### src/rtl/rr_mux_arb_pkg.sv
// Shared constants, FSM state type and select type for the round-robin mux arbiter.
// Included by rr_pick and rr_mux_arbiter.
package rr_mux_arb_pkg;

    localparam int N_REQ = 8;
    localparam int SEL_W = 3;
    localparam int DW    = 4;

    typedef enum logic [1:0] {
        IDLE,
        GRANT,
        LOCKED
    } arb_state_t;

    typedef logic [SEL_W-1:0] sel_t;
    typedef logic [N_REQ-1:0] req_vec_t;

    function automatic req_vec_t idx_to_onehot(input sel_t idx);
        return req_vec_t'(1) << idx;
    endfunction

endpackage

### src/rtl/rr_pick.sv
// Rotating priority encoder: finds the first asserted request at or after ptr,
// wrapping 7->0. Purely combinational.
module rr_pick
    import rr_mux_arb_pkg::*;
(
    input  logic [N_REQ-1:0] req,
    input  logic [SEL_W-1:0] ptr,
    output logic [SEL_W-1:0] idx,
    output logic             found
);

    // NOTE: every output gets a default before the loop so no latch is inferred.
    always_comb begin
        idx   = '0;
        found = 1'b0;
        // Walk from the lowest priority upward so the highest-priority hit wins last.
        for (int i = N_REQ - 1; i >= 0; i--) begin
            if (req[ptr + sel_t'(i)]) begin
                idx   = ptr + sel_t'(i);
                found = 1'b1;
            end
        end
    end

endmodule

### src/rtl/rr_mux_arbiter.sv
// Round-robin arbiter driving a shared 8:1 data mux with registered grant, select and data.
// Optional burst locking is compiled in with `define ARB_LOCK_EN.
module rr_mux_arbiter
    import rr_mux_arb_pkg::*;
#(
    parameter int DW        = 4,
    parameter int MAX_BURST = 4
)
(
    input  logic                clk,
    input  logic                rst_n,
    input  logic [N_REQ-1:0]    req,
`ifdef ARB_LOCK_EN
    input  logic [N_REQ-1:0]    lock,
`endif
    input  logic [N_REQ*DW-1:0] din,
    output logic [N_REQ-1:0]    gnt,
    output logic [SEL_W-1:0]    sel,
    output logic [DW-1:0]       dout,
    output logic                dout_valid,
    output logic                busy
);

    arb_state_t       state_q, state_d;
    logic [N_REQ-1:0] gnt_q, gnt_d;
    sel_t             sel_q, sel_d;
    sel_t             ptr_q, ptr_d;
    logic [DW-1:0]    dout_q, dout_d;
    logic             valid_q, valid_d;

    logic [DW-1:0]    word [N_REQ];
    sel_t             pick_idx;
    logic             pick_found;
    logic             hold;

    always_comb begin
        for (int k = 0; k < N_REQ; k++) begin
            word[k] = din[k*DW +: DW];
        end
    end

    rr_pick u_pick (
        .req   (req),
        .ptr   (ptr_q),
        .idx   (pick_idx),
        .found (pick_found)
    );

`ifdef ARB_LOCK_EN
    localparam int CNT_W = $clog2(MAX_BURST + 1);

    logic [CNT_W-1:0] burst_cnt_q, burst_cnt_d;

    // burst_cnt counts cycles the current owner has held gnt, the grant cycle included.
    assign hold = (state_q == GRANT || state_q == LOCKED)
               && lock[sel_q] && req[sel_q]
               && (burst_cnt_q < CNT_W'(MAX_BURST));
`else
    assign hold = 1'b0;
`endif

    always_comb begin
        state_d = state_q;
        gnt_d   = '0;
        sel_d   = sel_q;
        ptr_d   = ptr_q;
        dout_d  = '0;
        valid_d = 1'b0;
`ifdef ARB_LOCK_EN
        burst_cnt_d = burst_cnt_q;
`endif
        if (hold) begin
            state_d = LOCKED;
            gnt_d   = gnt_q;
            dout_d  = word[sel_q];
            valid_d = 1'b1;
`ifdef ARB_LOCK_EN
            burst_cnt_d = burst_cnt_q + 1'b1;
`endif
        end else if (pick_found) begin
            // ptr already points past any lock owner, so leaving LOCKED re-arbitrates here too.
            state_d = GRANT;
            gnt_d   = idx_to_onehot(pick_idx);
            sel_d   = pick_idx;
            ptr_d   = pick_idx + 1'b1;
            dout_d  = word[pick_idx];
            valid_d = 1'b1;
`ifdef ARB_LOCK_EN
            burst_cnt_d = CNT_W'(1);
`endif
        end else begin
            state_d = IDLE;
`ifdef ARB_LOCK_EN
            burst_cnt_d = '0;
`endif
        end
    end

    // NOTE: state uses non-blocking assignments so every register samples pre-edge values.
    always_ff @(posedge clk) begin
        if (!rst_n) begin
            state_q <= IDLE;
            gnt_q   <= '0;
            sel_q   <= '0;
            ptr_q   <= '0;
            dout_q  <= '0;
            valid_q <= 1'b0;
`ifdef ARB_LOCK_EN
            burst_cnt_q <= '0;
`endif
        end else begin
            state_q <= state_d;
            gnt_q   <= gnt_d;
            sel_q   <= sel_d;
            ptr_q   <= ptr_d;
            dout_q  <= dout_d;
            valid_q <= valid_d;
`ifdef ARB_LOCK_EN
            burst_cnt_q <= burst_cnt_d;
`endif
        end
    end

    assign gnt        = gnt_q;
    assign sel        = sel_q;
    assign dout       = dout_q;
    assign dout_valid = valid_q;
    assign busy       = (state_q != IDLE);

    a_gnt_onehot0 : assert property (@(posedge clk) disable iff (!rst_n) $onehot0(gnt_q));
    a_valid_match : assert property (@(posedge clk) disable iff (!rst_n) valid_q == (|gnt_q));

endmodule
### config.mk
export PLATFORM = sky130hd
export DESIGN_NAME = rr_mux_arbiter
export DESIGN_NICKNAME = d
export VERILOG_FILES = /design/src/rtl/rr_mux_arb_pkg.sv /design/src/rtl/rr_pick.sv /design/src/rtl/rr_mux_arbiter.sv
export SDC_FILE = /design/constraint.sdc
export NUM_CORES = 1
export LEC_CHECK = 0
export CORE_MARGIN = 1
export CORE_UTILIZATION = 45
export DETAILED_ROUTE_END_ITERATION = 8
export PLACE_DENSITY_LB_ADDON = 0.08
export SYNTH_ARGS = -nofsm -noshare
export SYNTH_HDL_FRONTEND = slang
export SYNTH_SLANG_ARGS = --single-unit
### constraint.sdc
create_clock -name clk -period 4.86 [get_ports clk]
set_clock_uncertainty 0.1 [all_clocks]
set_input_delay 0.972 -clock clk [delete_from_list [all_inputs] [get_ports clk]]
set_output_delay 0.972 -clock clk [all_outputs]
set_load 0.05 [all_outputs]
; ---- After elaboration in Yosys (flattened, before gate mapping)
; Cells that the tools add are included.
[word_totals]
wordCells = 64
inputBits = 42
regBits = 21
out_inout_bits = 17
[classes]
muxes = 37
order_cmp = 9
addsub = 8
reduce_logical = 2
n_shift = 1
bitwise = 1
[op_table]
columns = cell, n
row1 = "less-than comparator 3 x 4 -> 1 bit, second input constant", 8
row2 = binary-select mux 1 bit (select 3 bit), 8
row3 = two-way mux 3 bit, 8
row4 = two-way mux 1 bit, 18
row5 = "adder 3 bit, second input constant", 4
row6 = binary-select mux 4 bit (select 3 bit), 1
row7 = two-way mux 4 bit, 2
row8 = "left shift 1 x 3 -> 8 bit, first input constant", 1
row9 = "adder 3 x 1 -> 3 bit, second input constant", 2
row10 = "adder 3 x 2 -> 3 bit, second input constant", 2
row11 = "greater-or-equal comparator 4 bit, second input constant", 1
row12 = NOT 3 -> 4 bit, 1
row13 = AND reduction 2 bit, 1
row14 = nonzero test 2 bit, 1

; ---- Logic depth before layout (Yosys ltp)
[depth]
word_depth = 15
mapped_depth = 19
depth_no_buf = 13

; ---- Cells and area by module
; Synthesis repeated with hierarchy kept, for this count alone.
[unflattened]
hier_cells = 167
hier_area_um2 = 1680.4
[by_module_without_submodules]
columns = module, cells_each, instances, seq_area_each_um2, area_per_inst_um2
row1 = rr_mux_arbiter, 77, 1, 380.4, 898.4
row2 = rr_pick, 90, 1, 0.0, 782.0

; ---- Worst setup path after synthesis
; OpenSTA, ideal clock, no wires.
[synth_path]
kind = reg2reg
from = register ptr_q[0]
to = register ptr_q[2]
path_slack_ns = 0.221
n_path_buf = 5
t_required_ns = 4.640
arrival_time_ns = 4.420
synth_period_minus_slack_ns = 4.639
setup_time_ns = 0.120
path_stages_with_launch = 19
cell_sequence = dfxtp_1 > buf_6 > buf_2 > clkbuf_1 > inv_1 > clkbuf_1 > ha_1 > clkbuf_1 > mux4_2 > mux2i_2 > o211ai_1 > a31oi_2 > nor3_2 > nor2_1 > inv_1 > ha_1 > o21ai_0 > a21oi_1 > o31a_1
[synth_between]
elab_chain_cells = 12
elab_cells_between_ends = 40
cone_classes = 8 x add/sub / 32 x mux
[synth_lines]
columns = item, line_no
row1 = from (decl), rr_mux_arbiter.sv:27  ; sel_t ptr_q, ptr_d;
row2 = from (signal assigned), rr_mux_arbiter.sv:115  ; ptr_q <= ptr_d;
row3 = adder 3 bit, "rr_pick.sv:18, rr_pick.sv:19"
row4 = binary-select mux 1 bit (select 3 bit), rr_pick.sv:18  ; if (req[ptr + sel_t'(i)]) begin
row5 = two-way mux 1 bit (implied by the code), rr_pick.sv:18
row6 = two-way mux 3 bit (7 in a row), rr_pick.sv:18
row7 = two-way mux 3 bit *, rr_pick.sv:18
row8 = net pick_idx[0], rr_mux_arbiter.sv:32  ; sel_t pick_idx;
row9 = adder 3 x 1 -> 3 bit *, rr_mux_arbiter.sv:85  ; ptr_d = pick_idx + 1'b1;
; The timed path passes the listed nets; every way through them passes the cells marked *. The select of a mux whose other input is x is not followed.
; A chain may end at the register's enable or synchronous reset.

; ---- Final worst setup path
[layout_path]
from = input port req[4]
to = register ptr_q[2]
[layout_between]
elab_chain_cells = 11
elab_cells_between_ends = 33
cone_classes = 1 x add/sub / 32 x mux
[layout_lines]
columns = item, line_no
row1 = from (decl), rr_mux_arbiter.sv:12  ; input logic [N_REQ-1:0] req,
row2 = binary-select mux 1 bit (select 3 bit), rr_pick.sv:18
row3 = two-way mux 1 bit (implied by the code), rr_pick.sv:18
row4 = two-way mux 3 bit (7 in a row), rr_pick.sv:18
row5 = two-way mux 3 bit *, rr_pick.sv:18
row6 = net pick_idx[0], rr_mux_arbiter.sv:32
row7 = adder 3 x 1 -> 3 bit *, rr_mux_arbiter.sv:85
; Marked as above.

==> flow_summary.json <==
{
  "cts_tree": "built",
  "vias_per_cell": 5.84,
  "ys_seq_area_share_pct": 16.7,
  "clock_latency_ns": 0.25,
  "synth-edff-count": 0,
  "cts_setup_buffers": 0,
  "drtIter0Drc": 101,
  "final_cell_mix": "58 x clkdlybuf4s50_1, 30 x nand2_1, 21 x inv_1",
  "p_seq_share_pct": 10.1,
  "wl_per_cell_um": 14.4,
  "maxCapViolCount": 0,
  "clock-sinks": 19,
  "p_sw_mw": 1.29,
  "initial_core_util_pct": 47.5,
  "rr_endpoint": "ptr_q[2]",
  "switching_share_pct": 53.8,
  "reg2regPathDepth": 14,
  "die_area_um2": 5330,
  "setup_tns_ns": 0,
  "hold_buffers": 0,
  "synthFlopType": "dfxtp_1",
  "r2r-start": "ptr_q[0]",
  "async_flop_share_pct": 0,
  "rows": 25,
  "tightest_slew_ns": 0.689,
  "cp_max_fo": 9,
  "place_congestion": 0.847,
  "startpoint": "req[4]",
  "cts_made_buffers": 3,
  "cts_root_buffer": "clkbuf_8",
  "first_pass_iters": 4,
  "htreeDepth": 1,
  "worstPathArrival_ns": 4.17,
  "path_depth": 13,
  "synth_seq_cells": 19,
  "yosys_warnings": 0,
  "synth.area.top_cells": "dfxtp_1 17%, mux4_2 9.9%, mux2i_1 7.1%",
  "setup_viol": 0,
  "synthToLayoutAreaGrowth_pct": 29.6,
  "grt.overflow.total": 0,
  "dp_hpwl_um": 4320,
  "dp_cells": 401,
  "antenna_cells": 0,
  "final_common_cell": "clkdlybuf4s50_1",
  "syn_avg_cell_area_um2": 7.83,
  "grt_pass1_wl_um": 9830,
  "critPathTopFamily": "multiplexers",
  "fin_crit_sh_pct": 84.9,
  "synth.largest_area_cell": "dfxtp_1",
  "drv_slew": 0,
  "antenna_found_initial": 0,
  "final_antenna_net_count": 0,
  "worstHoldStart": "sel[2]",
  "outcome": "completed",
  "cts_resized": 0,
  "critPathBufInv": 3,
  "syn_area_um2": 2270,
  "criticalPathCategory": "in2reg",
  "postSynthCellCount": 290,
  "regArea_um2": 382,
  "ios": 59,
  "power.share.clock_pct": 4.5,
  "grt_pass1_vias": 2145,
  "synth_cell_types": 49,
  "clk_pin_slew_worst_paths_ns": 0.06,
  "grt_max_degree": 70,
  "endpoint_kind": "flop",
  "multi_input_area_um2": 1690,
  "min_path_cells": 2,
  "critPathLaunchType": "input port",
  "max-clock-path-buffers": 2,
  "max_slew_margin_pct": 54.1,
  "fmax_mhz": 242,
  "worstPathRequired_ns": 4.90,
  "rsz0062_at_grt": "no",
  "route.detailed.drc": 0,
  "vias": 2365,
  "ir_worst_vdd_v": 0.000555,
  "port_buffers": 58,
  "cpMaxStageDelayCell": "mux4_2",
  "grt.total_usage_pct": 22.8,
  "fp.dieW_um": 73.0,
  "hold_violations": 0,
  "routed_wl_um": 5830,
  "hp-class": "reg2reg",
  "power.density_nw_per_um2": 813,
  "whs_endpoint": "sel[2]",
  "drive_gt1_share_pct": 10.9,
  "cp_slowest_stage_delay_ns": 0.56,
  "instances_no_fill": 405,
  "die_h_um": 73.0,
  "p_int_mw": 1.10,
  "nFillCells": 459,
  "core_um2": 4790,
  "nets": 387,
  "crit_chain": "clkdlybuf4s50_1 -> mux4_2 -> mux2i_2 -> o211ai_1 -> a31oi_2 -> nor3_2 -> buf_4 -> nor2_1 -> inv_1 -> ha_1 -> o21ai_0 -> a21oi_1 -> o31a_1",
  "fin_crit_ns": 4.13,
  "comb_power_share_pct": 85.4,
  "r2r_slack_ns": 0.85,
  "synth_fp_nets": 338,
  "synth_top_area_share_pct": 16.7,
  "power.leakage_nw": 1.10
}
[worst min-delay path, stage by stage, from the launching register on]
cell,delay (ns)
dfxtp_1,0.31
nand2_1,0.05
a21boi_1,0.05
[synthesized netlist by cell type, types with 5 or more instances]
library cell  count
nand2_1          30
inv_1            21
dfxtp_1          19
nor2_1           18
mux2i_1          16
clkbuf_1         15
o21ai_0          15
o211ai_1         13
a21oi_1          11
mux4_2           10
o31a_1           10
o32a_1            9
o21ai_1           7
buf_2             6
ha_1              6
nand3_1           6
nor2b_1           6
a221oi_1          5
nand4_1           5
[per-layer routing]
metal / up-vias / share of wire, % / track usage, %
met1: 1090 / 49 / 32.4
met5: - / 0 / 0
met4: 0 / 0.48 / 4.58
met2: 71 / 45 / 37.4
met3: 4 / 4.9 / 2.07
li1: 1200 / - / -
[power groups by stage]
stage	combinational [mW]	clock (mW)	sequential [mW]
after global routing	2.23	0.113	0.248
after detailed placement	2.03	0	0.245
after floorplan	1.41	0	0.385
after global placement	2.01	0	0.244
after CTS	2.04	0.108	0.242
final	2.04	0.107	0.241
[sequential cells by signal (all words and copies together), names as in the netlist]
signal and count:
gnt 8, ptr_q 3, state_q 1, dout 4
sel 3
[metrics by stage]
step                      hold WS (ns)  setup slack (ns)  cell area (µm²)  power (mW)  utilization, %
after floorplan                  0.570             0.221             2270        1.79               -
after global placement           0.349             0.609             2900        2.26            60.6
after detailed placement         0.357             0.506             2900        2.27            60.6
after CTS                        0.366             0.737             2940        2.39            61.5
after global routing             0.392             0.463             2940        2.59            61.5
final                            0.362             0.735             2940        2.39            61.5
[cells by family after synthesis]
kind of cell,count (synthesis),synth area share (%)
simple gates,83,17.6
flops,19,16.7
xor+xnor,3,1.16
buf+inv,47,9.09
mux,32,20.1
compound gates,100,32.0
fa+ha+maj,6,3.31
[worst max-delay path by stage]
stage / slack, ns / endpoint
4_1_cts: 0.74 / ptr_q[2]
3_3_place_gp: 0.61 / ptr_q[2]
5_1_grt: 0.46 / ptr_q[2]
2_1_floorplan: 0.22 / ptr_q[2]
3_5_place_dp: 0.51 / ptr_q[2]
6_report: 0.73 / ptr_q[2]
[cell type report]
cell class,count,area share [%]
clock buffer,4,1.53
multi-input combinational,224,57.3
inverter,22,2.80
timing repair buffer,69,22.5
tap,67,2.85
sequential,19,13.0
No activity file was read; power rests on OpenSTA's default activity.
